<file path="src/rtl/bus_pkg.sv">
// rtl/bus_pkg.sv - shared types and helpers for memory-port arbiters
package bus_pkg;

  localparam int unsigned BUS_AW = 32;
  localparam int unsigned BUS_DW = 32;

  typedef enum logic [1:0] {
    ST_IDLE  = 2'd0,
    ST_INSTR = 2'd1,
    ST_DATA  = 2'd2,
    ST_DROP  = 2'd3
  } arb_state_t;

  typedef enum logic {
    OWNER_INSTR = 1'b0,
    OWNER_DATA  = 1'b1
  } arb_owner_t;

  // Return data only while its response qualifier is high, zero otherwise.
  function automatic logic [BUS_DW-1:0] gate_data(input logic en, input logic [BUS_DW-1:0] d);
    return en ? d : '0;
  endfunction

endpackage

</file>
<file path="src/rtl/core_bus_arbiter_if.sv">
// rtl/core_bus_arbiter_if.sv - core fetch/data buses and memory port seen by the arbiter
interface core_bus_arbiter_if;
  import bus_pkg::*;

  logic              instr_req_i;
  logic              instr_flush_i;
  logic [BUS_AW-1:0] instr_addr_i;
  logic              instr_rsp_o;
  logic [BUS_DW-1:0] instr_data_o;

  logic              data_rd_i;
  logic              data_wr_i;
  logic [BUS_AW-1:0] data_addr_i;
  logic [BUS_DW-1:0] data_wdata_i;
  logic              data_rsp_o;
  logic [BUS_DW-1:0] data_rdata_o;

  logic              mem_rd_o;
  logic              mem_wr_o;
  logic [BUS_AW-1:0] mem_addr_o;
  logic [BUS_DW-1:0] mem_wdata_o;
  logic              mem_ack_i;
  logic [BUS_DW-1:0] mem_rdata_i;

  logic              bus_timeout_o;

  modport slave (
    input  instr_req_i, instr_flush_i, instr_addr_i,
    input  data_rd_i, data_wr_i, data_addr_i, data_wdata_i,
    input  mem_ack_i, mem_rdata_i,
    output instr_rsp_o, instr_data_o,
    output data_rsp_o, data_rdata_o,
    output mem_rd_o, mem_wr_o, mem_addr_o, mem_wdata_o,
    output bus_timeout_o
  );

  modport master (
    output instr_req_i, instr_flush_i, instr_addr_i,
    output data_rd_i, data_wr_i, data_addr_i, data_wdata_i,
    output mem_ack_i, mem_rdata_i,
    input  instr_rsp_o, instr_data_o,
    input  data_rsp_o, data_rdata_o,
    input  mem_rd_o, mem_wr_o, mem_addr_o, mem_wdata_o,
    input  bus_timeout_o
  );

endinterface

</file>
<file path="src/rtl/bus_watchdog.sv">
// rtl/bus_watchdog.sv - cycle counter flagging a transaction that outlived its budget
module bus_watchdog #(
  parameter int unsigned TIMEOUT_CYCLES = 1024
) (
  input  logic clk,
  input  logic rst,
  input  logic clear_i,
  input  logic enable_i,
  output logic expired_o
);

  localparam int unsigned CW = (TIMEOUT_CYCLES > 0) ? $clog2(TIMEOUT_CYCLES + 1) : 1;
  localparam logic [CW-1:0] LAST = (TIMEOUT_CYCLES > 0) ? CW'(TIMEOUT_CYCLES - 1) : '0;

  logic [CW-1:0] cnt_q, cnt_d;

  // The count equals the number of enabled cycles already spent, so the
  // budget expires during the TIMEOUT_CYCLES-th enabled cycle.
  always_comb begin
    cnt_d = cnt_q;
    if (clear_i) begin
      cnt_d = '0;
    end else if (enable_i && (cnt_q != LAST)) begin
      cnt_d = cnt_q + CW'(1);
    end
  end

  always_ff @(posedge clk) begin
    if (rst) begin
      cnt_q <= '0;
    end else begin
      cnt_q <= cnt_d;
    end
  end

  assign expired_o = (TIMEOUT_CYCLES != 0) && enable_i && (cnt_q == LAST);

endmodule

</file>
<file path="src/rtl/core_bus_arbiter.sv">
// rtl/core_bus_arbiter.sv - round-robin arbiter sharing one memory port between fetch and data buses
module core_bus_arbiter
  import bus_pkg::*;
#(
  parameter int unsigned TIMEOUT_CYCLES = 1024
) (
  input  logic              clk,
  input  logic              rst,
  core_bus_arbiter_if.slave bus
);

  arb_state_t        state_q, state_d;
  arb_owner_t        last_grant_q, last_grant_d;
  logic              mem_rd_q, mem_rd_d;
  logic              mem_wr_q, mem_wr_d;
  logic [BUS_AW-1:0] mem_addr_q, mem_addr_d;
  logic [BUS_DW-1:0] mem_wdata_q, mem_wdata_d;

  logic instr_pend;
  logic data_pend;
  logic grant;
  logic wd_busy;
  logic wd_expired;
  logic instr_rsp;
  logic data_rsp;
  logic instr_fwd;
  logic data_fwd;
  logic timeout;

  assign instr_pend = bus.instr_req_i & ~bus.instr_flush_i;
  assign data_pend  = bus.data_rd_i | bus.data_wr_i;
  assign wd_busy    = (state_q != ST_IDLE);

  bus_watchdog #(
    .TIMEOUT_CYCLES(TIMEOUT_CYCLES)
  ) u_watchdog (
    .clk      (clk),
    .rst      (rst),
    .clear_i  (grant),
    .enable_i (wd_busy),
    .expired_o(wd_expired)
  );

  always_comb begin
    state_d      = state_q;
    last_grant_d = last_grant_q;
    mem_rd_d     = mem_rd_q;
    mem_wr_d     = mem_wr_q;
    mem_addr_d   = mem_addr_q;
    mem_wdata_d  = mem_wdata_q;
    grant        = 1'b0;
    instr_rsp    = 1'b0;
    data_rsp     = 1'b0;
    instr_fwd    = 1'b0;
    data_fwd     = 1'b0;
    timeout      = 1'b0;

    case (state_q)
      ST_IDLE: begin
        // On a tie the side that did not win last time gets the port.
        if (instr_pend && (!data_pend || (last_grant_q == OWNER_DATA))) begin
          grant        = 1'b1;
          state_d      = ST_INSTR;
          last_grant_d = OWNER_INSTR;
          mem_rd_d     = 1'b1;
          mem_wr_d     = 1'b0;
          mem_addr_d   = bus.instr_addr_i;
        end else if (data_pend) begin
          grant        = 1'b1;
          state_d      = ST_DATA;
          last_grant_d = OWNER_DATA;
          mem_rd_d     = ~bus.data_wr_i;
          mem_wr_d     = bus.data_wr_i;
          mem_addr_d   = bus.data_addr_i;
          mem_wdata_d  = bus.data_wdata_i;
        end
      end

      ST_INSTR: begin
        if (bus.mem_ack_i) begin
          state_d   = ST_IDLE;
          mem_rd_d  = 1'b0;
          mem_wr_d  = 1'b0;
          instr_rsp = ~bus.instr_flush_i;
          instr_fwd = ~bus.instr_flush_i;
        end else if (wd_expired) begin
          state_d   = ST_IDLE;
          mem_rd_d  = 1'b0;
          mem_wr_d  = 1'b0;
          timeout   = 1'b1;
          instr_rsp = ~bus.instr_flush_i;
        end else if (bus.instr_flush_i) begin
          state_d = ST_DROP;
        end
      end

      // A cancelled fetch keeps its strobe so the memory still sees a whole transaction.
      ST_DROP: begin
        if (bus.mem_ack_i || wd_expired) begin
          state_d  = ST_IDLE;
          mem_rd_d = 1'b0;
          mem_wr_d = 1'b0;
          timeout  = ~bus.mem_ack_i;
        end
      end

      ST_DATA: begin
        if (bus.mem_ack_i) begin
          state_d  = ST_IDLE;
          mem_rd_d = 1'b0;
          mem_wr_d = 1'b0;
          data_rsp = 1'b1;
          data_fwd = 1'b1;
        end else if (wd_expired) begin
          state_d  = ST_IDLE;
          mem_rd_d = 1'b0;
          mem_wr_d = 1'b0;
          timeout  = 1'b1;
          data_rsp = 1'b1;
        end
      end

      default: begin
        state_d  = ST_IDLE;
        mem_rd_d = 1'b0;
        mem_wr_d = 1'b0;
      end
    endcase
  end

  always_ff @(posedge clk) begin
    if (rst) begin
      state_q      <= ST_IDLE;
      last_grant_q <= OWNER_DATA;
      mem_rd_q     <= 1'b0;
      mem_wr_q     <= 1'b0;
      mem_addr_q   <= '0;
      mem_wdata_q  <= '0;
    end else begin
      state_q      <= state_d;
      last_grant_q <= last_grant_d;
      mem_rd_q     <= mem_rd_d;
      mem_wr_q     <= mem_wr_d;
      mem_addr_q   <= mem_addr_d;
      mem_wdata_q  <= mem_wdata_d;
    end
  end

  assign bus.mem_rd_o      = mem_rd_q;
  assign bus.mem_wr_o      = mem_wr_q;
  assign bus.mem_addr_o    = mem_addr_q;
  assign bus.mem_wdata_o   = mem_wdata_q;
  assign bus.instr_rsp_o   = instr_rsp;
  assign bus.data_rsp_o    = data_rsp;
  assign bus.instr_data_o  = gate_data(instr_fwd, bus.mem_rdata_i);
  assign bus.data_rdata_o  = gate_data(data_fwd, bus.mem_rdata_i);
  assign bus.bus_timeout_o = timeout;

endmodule
</file>
<file path="src/flat_wrapper.sv">
// flat-port wrapper written by rule: the top's interface ports become plain ports
module core_bus_arbiter_flat import bus_pkg::*;
#(
  parameter int unsigned TIMEOUT_CYCLES = 1024
)
  (clk, rst, bus_instr_req_i, bus_instr_flush_i, bus_instr_addr_i, bus_data_rd_i, bus_data_wr_i, bus_data_addr_i, bus_data_wdata_i, bus_mem_ack_i, bus_mem_rdata_i, bus_instr_rsp_o, bus_instr_data_o, bus_data_rsp_o, bus_data_rdata_o, bus_mem_rd_o, bus_mem_wr_o, bus_mem_addr_o, bus_mem_wdata_o, bus_bus_timeout_o);
  core_bus_arbiter_if bus_i ();
  input  logic clk;
  input  logic rst;
  input wire logic [$bits(bus_i.instr_req_i)-1:0] bus_instr_req_i;
  input wire logic [$bits(bus_i.instr_flush_i)-1:0] bus_instr_flush_i;
  input wire logic [$bits(bus_i.instr_addr_i)-1:0] bus_instr_addr_i;
  input wire logic [$bits(bus_i.data_rd_i)-1:0] bus_data_rd_i;
  input wire logic [$bits(bus_i.data_wr_i)-1:0] bus_data_wr_i;
  input wire logic [$bits(bus_i.data_addr_i)-1:0] bus_data_addr_i;
  input wire logic [$bits(bus_i.data_wdata_i)-1:0] bus_data_wdata_i;
  input wire logic [$bits(bus_i.mem_ack_i)-1:0] bus_mem_ack_i;
  input wire logic [$bits(bus_i.mem_rdata_i)-1:0] bus_mem_rdata_i;
  output wire logic [$bits(bus_i.instr_rsp_o)-1:0] bus_instr_rsp_o;
  output wire logic [$bits(bus_i.instr_data_o)-1:0] bus_instr_data_o;
  output wire logic [$bits(bus_i.data_rsp_o)-1:0] bus_data_rsp_o;
  output wire logic [$bits(bus_i.data_rdata_o)-1:0] bus_data_rdata_o;
  output wire logic [$bits(bus_i.mem_rd_o)-1:0] bus_mem_rd_o;
  output wire logic [$bits(bus_i.mem_wr_o)-1:0] bus_mem_wr_o;
  output wire logic [$bits(bus_i.mem_addr_o)-1:0] bus_mem_addr_o;
  output wire logic [$bits(bus_i.mem_wdata_o)-1:0] bus_mem_wdata_o;
  output wire logic [$bits(bus_i.bus_timeout_o)-1:0] bus_bus_timeout_o;
  assign bus_i.instr_req_i = bus_instr_req_i;
  assign bus_i.instr_flush_i = bus_instr_flush_i;
  assign bus_i.instr_addr_i = bus_instr_addr_i;
  assign bus_i.data_rd_i = bus_data_rd_i;
  assign bus_i.data_wr_i = bus_data_wr_i;
  assign bus_i.data_addr_i = bus_data_addr_i;
  assign bus_i.data_wdata_i = bus_data_wdata_i;
  assign bus_i.mem_ack_i = bus_mem_ack_i;
  assign bus_i.mem_rdata_i = bus_mem_rdata_i;
  assign bus_instr_rsp_o = bus_i.instr_rsp_o;
  assign bus_instr_data_o = bus_i.instr_data_o;
  assign bus_data_rsp_o = bus_i.data_rsp_o;
  assign bus_data_rdata_o = bus_i.data_rdata_o;
  assign bus_mem_rd_o = bus_i.mem_rd_o;
  assign bus_mem_wr_o = bus_i.mem_wr_o;
  assign bus_mem_addr_o = bus_i.mem_addr_o;
  assign bus_mem_wdata_o = bus_i.mem_wdata_o;
  assign bus_bus_timeout_o = bus_i.bus_timeout_o;
  core_bus_arbiter #(.TIMEOUT_CYCLES(TIMEOUT_CYCLES)) u_core (.clk(clk), .rst(rst), .bus(bus_i));
endmodule
</file>
<file path="config.mk">
export PLATFORM = sky130hd
export DESIGN_NAME = core_bus_arbiter_flat
export DESIGN_NICKNAME = d
export VERILOG_FILES = /design/src/rtl/bus_pkg.sv /design/src/rtl/core_bus_arbiter_if.sv /design/src/rtl/bus_watchdog.sv /design/src/rtl/core_bus_arbiter.sv /design/src/flat_wrapper.sv
export SDC_FILE = /design/constraint.sdc
export NUM_CORES = 1
export LEC_CHECK = 0
export ABC_CLOCK_PERIOD_IN_PS = 2110
export BUFFER_PORTS_ARGS = -buffer_cell sky130_fd_sc_hd__buf_2
export CAP_MARGIN = 10
export CORE_AREA = 2 2 103 105
export DETAILED_ROUTE_END_ITERATION = 7
export DIE_AREA = 0 0 105 107
export GPL_TIMING_DRIVEN = 0
export PLACE_DENSITY = 0.72
export SLEW_MARGIN = 20
export SYNTH_ARGS = -nofsm -noshare
export SYNTH_HDL_FRONTEND = slang
export SYNTH_HIERARCHICAL = 1
export SYNTH_SLANG_ARGS = --single-unit
</file>
<file path="constraint.sdc">
create_clock -name clk -period 2.11 [get_ports clk]
set_input_delay 0.211 -clock clk [delete_from_list [all_inputs] [get_ports clk]]
set_output_delay 0.211 -clock clk [all_outputs]
set_load 0.1 [all_outputs]
</file>
After elaboration in Yosys (flattened, before gate mapping)
Index checks and enable logic that the tools add are counted.
W data, S select, Z words.
Word-level totals
  input bits: 135
  logic and storage cells: 79
  RAM bits: 0
  bits in read-only memories: 0
  register bits after elaboration: 80
  output and inout bits: 133
  memories kept: 0
  bits in latches: 0
Operators by class
  eq/ne operators: 10
  $add $sub $neg: 1
  mux-type cells: 40
  multipliers: 0
  shift-type cells: 0
  order comparisons: 0
  bitwise operators: 6
  div/mod/pow operators: 0
  reduce and logical (&&, ||, !) cells: 15
Operator list (count)
  $mux W32: 4
  $mux W1: 24
  $mux W2: 8
  $add A11 B1 Y11 const B: 1
  $eq A11 B10 Y1 const B: 1
  $ne A11 B10 Y1 const B: 1
  $pmux W2 S4: 1
  $ne A3 B1 Y1 const B: 2
  $pmux W1 S3: 2
  $reduce_and A3 Y1: 2
  $eq A2 B2 Y1 const B: 2
  $ne A4 B3 Y1 const B: 1
  $not A1 Y1: 4
  $reduce_and A4 Y1: 1
  $reduce_bool A2 Y1: 2
  $reduce_or A2 Y1: 2
  $logic_and A1 B1 Y1: 3
  $ne A3 B2 Y1 const B: 1
  $eq A2 B1 Y1 const B: 1
  $logic_not A2 Y1: 1
  $logic_or A1 B1 Y1: 2
  $ne A2 B1 Y1 const B: 1
  $pmux W1 S2: 1
  $reduce_and A2 Y1: 1
  3 further kinds: 3

Logic depth before layout (Yosys ltp)
  depth in word-level cells: 7
  mapped depth: 9
  depth with buffers taken out: 9

By module
The synthesis kept the hierarchy.
By module, submodules not included
  core_bus_arbiter: times used 1, area each 3378.2 um^2, cells an instance 442, seq. area each 1381.3 um^2
  bus_watchdog: times used 1, area each 533.0 um^2, cells an instance 64, seq. area each 220.2 um^2

Worst setup path after synthesis
OpenSTA, ideal clock, no wires.
  path kind: reg2out
  start: register u_core.state_q[0]
  end: output bus_data_rsp_o
  cell stages (with the launch flop): 8
  arrival: 2734 ps
  setup slack: -835 ps
  buffers on the path: 0
  data required time: 1899 ps
  path through: dfxtp_1 inv_1 ha_1 inv_2 nand3_1 nor3_1 nor2_1 nor2b_1
On the way
  word-level cells in the longest chain between the ends: 5
  elaborated cells on any way between the ends: 6
  classes of those cells: 1 x eq/ne; 3 x mux; 2 x reduce/logical
Ends and longest elaborated chain
  from (decl): line core_bus_arbiter.sv:12  | arb_state_t state_q, state_d;
  from (signal assigned): line core_bus_arbiter.sv:140  | state_q <= state_d;
  $reduce_bool A2 Y1: line core_bus_arbiter.sv:32  | assign wd_busy = (state_q != ST_IDLE);
  via u_core.wd_busy: line core_bus_arbiter.sv:22  | logic wd_busy;
  $logic_and A1 B1 Y1: line bus_watchdog.sv:36  | assign expired_o = (TIMEOUT_CYCLES != 0) && enable_i && (cnt_q == LAST);
  via u_core.wd_expired: line core_bus_arbiter.sv:23  | logic wd_expired;
  $mux W1: line core_bus_arbiter.sv:114  | end else if (wd_expired) begin
  $mux W1: line core_bus_arbiter.sv:108  | if (bus.mem_ack_i) begin
  $mux W1: line core_bus_arbiter.sv:58  | case (state_q)
  to (decl): line flat_wrapper.sv:21  | output wire logic [$bits(bus_i.data_rsp_o)-1:0] bus_data_rsp_o;
The timed path passes the listed nets, and every way through them passes these cells.

Worst setup path after layout
  start: register u_core.state_q[0]
  end: output bus_data_rdata_o[28]
On the way
  word-level cells in the longest chain between the ends: 3
Ends and longest elaborated chain
  $eq A2 B2 Y1: line core_bus_arbiter.sv:58
  $mux W1: line core_bus_arbiter.sv:58
  $mux W32: line bus_pkg.sv:21  | return en ? d : '0;
  to (decl): line flat_wrapper.sv:22  | output wire logic [$bits(bus_i.data_rdata_o)-1:0] bus_data_rdata_o;
Every way passes these cells.

==> impl_metrics.tcl <==
set metrics [dict create \
    dp_cells 909 \
    multiInputGateArea_sq_um 2150 \
    synthSimpleGateAreaFrac_pct 30.9 \
    via_per_inst 5.07 \
    arrival_ns 1.85 \
    p_leak_uw 0.00316 \
    regArea_sq_um 1610 \
    yosysSeqAreaShare_pct 40.9 \
    clock-sinks 80 \
    synthMuxAreaShare_pct 0.256 \
    final_cells 929 \
    synth_top_family_by_area "simple AND/OR/NAND/NOR gates" \
    cts_tree "built" \
    rows 37 \
    worstSkewPairLatency_ns 0.35 \
    grt-ovfl-total 0 \
    io_buffers 267 \
    place_ws_ns -0.226 \
    slew-limit-headroom_pct 66.2 \
    tns_ns 0 \
    slew_violations 0 \
    setup_viol 0 \
    synth_edf_count 0 \
    synth_warnings 6 \
    dr.pass1.iters 5 \
    post-route-util_pct 61.2 \
    syn_avg_cell_area_sq_um 7.73 \
    syn_to_final_growth_pct 58.0 \
    hold_depth 3 \
    critPathCaptureType "output pin" \
    dieWidth_um 105 \
    critPathRequiredTime_ns 1.90 \
    antenna_found_initial 0 \
    synthTopCellsByArea "dfxtp_1 41%, nand2_1 13%, and3_1 11%, a31oi_1 6.2%, a21oi_1 4.7%" \
    async_flop_share_pct 0 \
    core_area_sq_um 10100 \
    yosysUniqueCellTypes 46 \
    grt.total_usage_pct 24.7 \
    critPathKind "flip-flop to output pin" \
    initial_utilization_pct 38.8 \
    status "finished, final reports clean" \
    vias 4710 \
    hold_path.class "input pin to flip-flop" \
    n_fill_cell 934 \
    die-height_um 107 \
    yosysMostFrequentCell "nand2_1" \
    drive_gt1_share_pct 47.3 \
    cts_buffer_depth 2 \
    hold_viol_final 0 \
    syn_area_sq_um 3910 \
    layout_setup_ws_ns 0.0493 \
    place_hpwl_um 10900 \
    syn_inst 506 \
    cap_violations 0 \
    n_antenna_cell 0 \
    ant_nets 0 \
    yosysTopAreaCell "dfxtp_1" \
    fmax_mhz 485 \
    p_per_area_nw_per_um2 1300 \
    cts_made_buffers 9 \
    r2r_cells 10 \
    place.gp.congestion 0.935 \
    grt_pass1_vias 4539 \
    grt_pass1_wl_um 22700 \
    crit_path_start_kind "flip-flop" \
    fin_skew_ns 0.0196 \
    synthFlopType "dfxtp_1" \
    grt_max_degree 16 \
    worstPathMaxFanout 10 \
    wl_um 14500 \
    rsz0062_at_grt "true" \
    ys_ff_latch 80 \
    synth_common_cells "134 x nand2_1, 80 x dfxtp_1, 68 x and3_1, 39 x a31oi_1, 37 x a21oi_1" \
    worst_pin_slew_ns 0.511 \
    cts.clk_slew.worst_paths_ns 0.10 \
    ir_worst_vdd_uv 673 \
    synth_fp_nets 647 \
    die-area_sq_um 11200 \
    postCtsHoldBufs 0 \
    pin_count 268 \
    drt-initial-drc-count 304 \
    cts_max_level 3 \
    synth_compound_area_share_pct 18.9 \
    synth_xor_area_share_pct 0.224 \
    num-nets-final 929 \
    root_buffer "clkbuf_8" \
    period_needed_ns 2.06 \
    finalCritPeriodShare_pct 97.7 \
    synth_adder_area_share_pct 1.92 \
    drc 0 \
    synth_top_area_share_pct 40.9 \
    post_drt_wl_per_cell_um 15.6 \
]
[area by class of cell]
cell class | count | area share, %
Buffer | 42 | 4.29
Clock buffer | 10 | 2.23
Clock inverter | 6 | 0.789
Inverter | 5 | 0.344
Multi-Input combinational cell | 379 | 34.8
Sequential cell | 80 | 26.0
Tap cell | 136 | 2.75
Timing Repair Buffer | 271 | 28.7
[power breakdown]
group	total (uW)	leakage, uW	internal (uW)	switching, uW
clock	1080	0.0000912	474	602
sequential	2000	0.000660	1830	165
combinational	4940	0.00241	1030	3900
[sequential cells by signal (all words and copies together) (netlist names)]
signal,flops
u_core/bus.mem_addr_o,32
u_core/bus.mem_wdata_o,32
u_core/u_watchdog/cnt_q,11
u_core/state_q,2
u_core/bus.mem_rd_o,1
u_core/bus.mem_wr_o,1
u_core/last_grant_q,1
[critical path, cell delays in order (launching register included)]
cell      delay, ns
dfxtp_4        0.37
inv_2          0.09
ha_2           0.29
clkbuf_2       0.24
and3_1         0.20
buf_4          0.30
[per-layer routing]
metal | up-vias | GRT usage [%] | part of all wire [%]
met5 | - | 0 | 0
met4 | 0 | 6.86 | 1.8
met3 | 21 | 4.38 | 5.8
met2 | 169 | 43.4 | 51
met1 | 2188 | 31.2 | 41
li1 | 2332 | - | -
[layout by cell type (no fill, tap or decap), types with 2 or more instances in the layout]
cell and instances:
a21oi_1 37, a21oi_2 2, a311oi_1 3, a31oi_1 39, and3_1 38, and3_2 29
buf_12 8, buf_2 216, buf_4 40, buf_6 16, buf_8 17, clkbuf_1 12
clkbuf_2 4, clkbuf_8 10, clkinvlp_4 2, dfxtp_1 77, dfxtp_2 2, ha_1 3
ha_2 2, inv_2 2, inv_6 2, nand2_1 134, nand2b_1 5, nand3_1 4
nor2_1 8, nor2_4 2, nor2b_4 3, nor3_1 7, o21ai_0 35, or2_2 2
[path summary, 6_finish.rpt]
kind,start,endpoint,slack (ns)
worst max-delay path,u_core/state_q[0]$_SDFFE_PP0P_,bus_data_rdata_o[28],0.05
worst min-delay path,bus_data_wdata_i[4],u_core/bus.mem_wdata_o[4]$_SDFFE_PP0P_,0.1
worst max register to register,u_core/state_q[0]$_SDFFE_PP0P_,u_core/bus.mem_wr_o$_SDFFE_PP0P_,0.11
worst min register to register,u_core/u_watchdog/cnt_q[10]$_SDFFE_PP0P_,u_core/u_watchdog/cnt_q[10]$_SDFFE_PP0P_,0.45
[stage by stage]
stage / hold WS, ns / total power, uW / cell area [sq um]
after floorplan: 0.347 / 5890 / 3970
after global placement: 0.439 / 6690 / 5480
after detailed placement: 0.440 / 6740 / 5480
after CTS: 0.0833 / 7960 / 6030
after global routing: 0.0947 / 8360 / 6180
final: 0.0955 / 8010 / 6180
[repair_timing]
action / in CTS / in global routing
pin swaps: 1 / 3
endpoints found under the hold margin: 0 / 0
setup endpoints to repair: 73 / 56
resized for setup: 120 / 37
buffers inserted: 2 / 2
[cell families (layout without fill, tap and decap cells)]
logic type | Yosys count | in the layout
AO/OA/AOI/OAI | 124 | 124
XOR/XNOR | 1 | 1
adder cells (fa/ha/maj) | 6 | 6
buffers and inverters | 47 | 334
flip-flops | 80 | 80
multiplexers | 1 | 1
AND/OR/NAND/NOR | 247 | 247
Power figures use the tool's default switching activity.
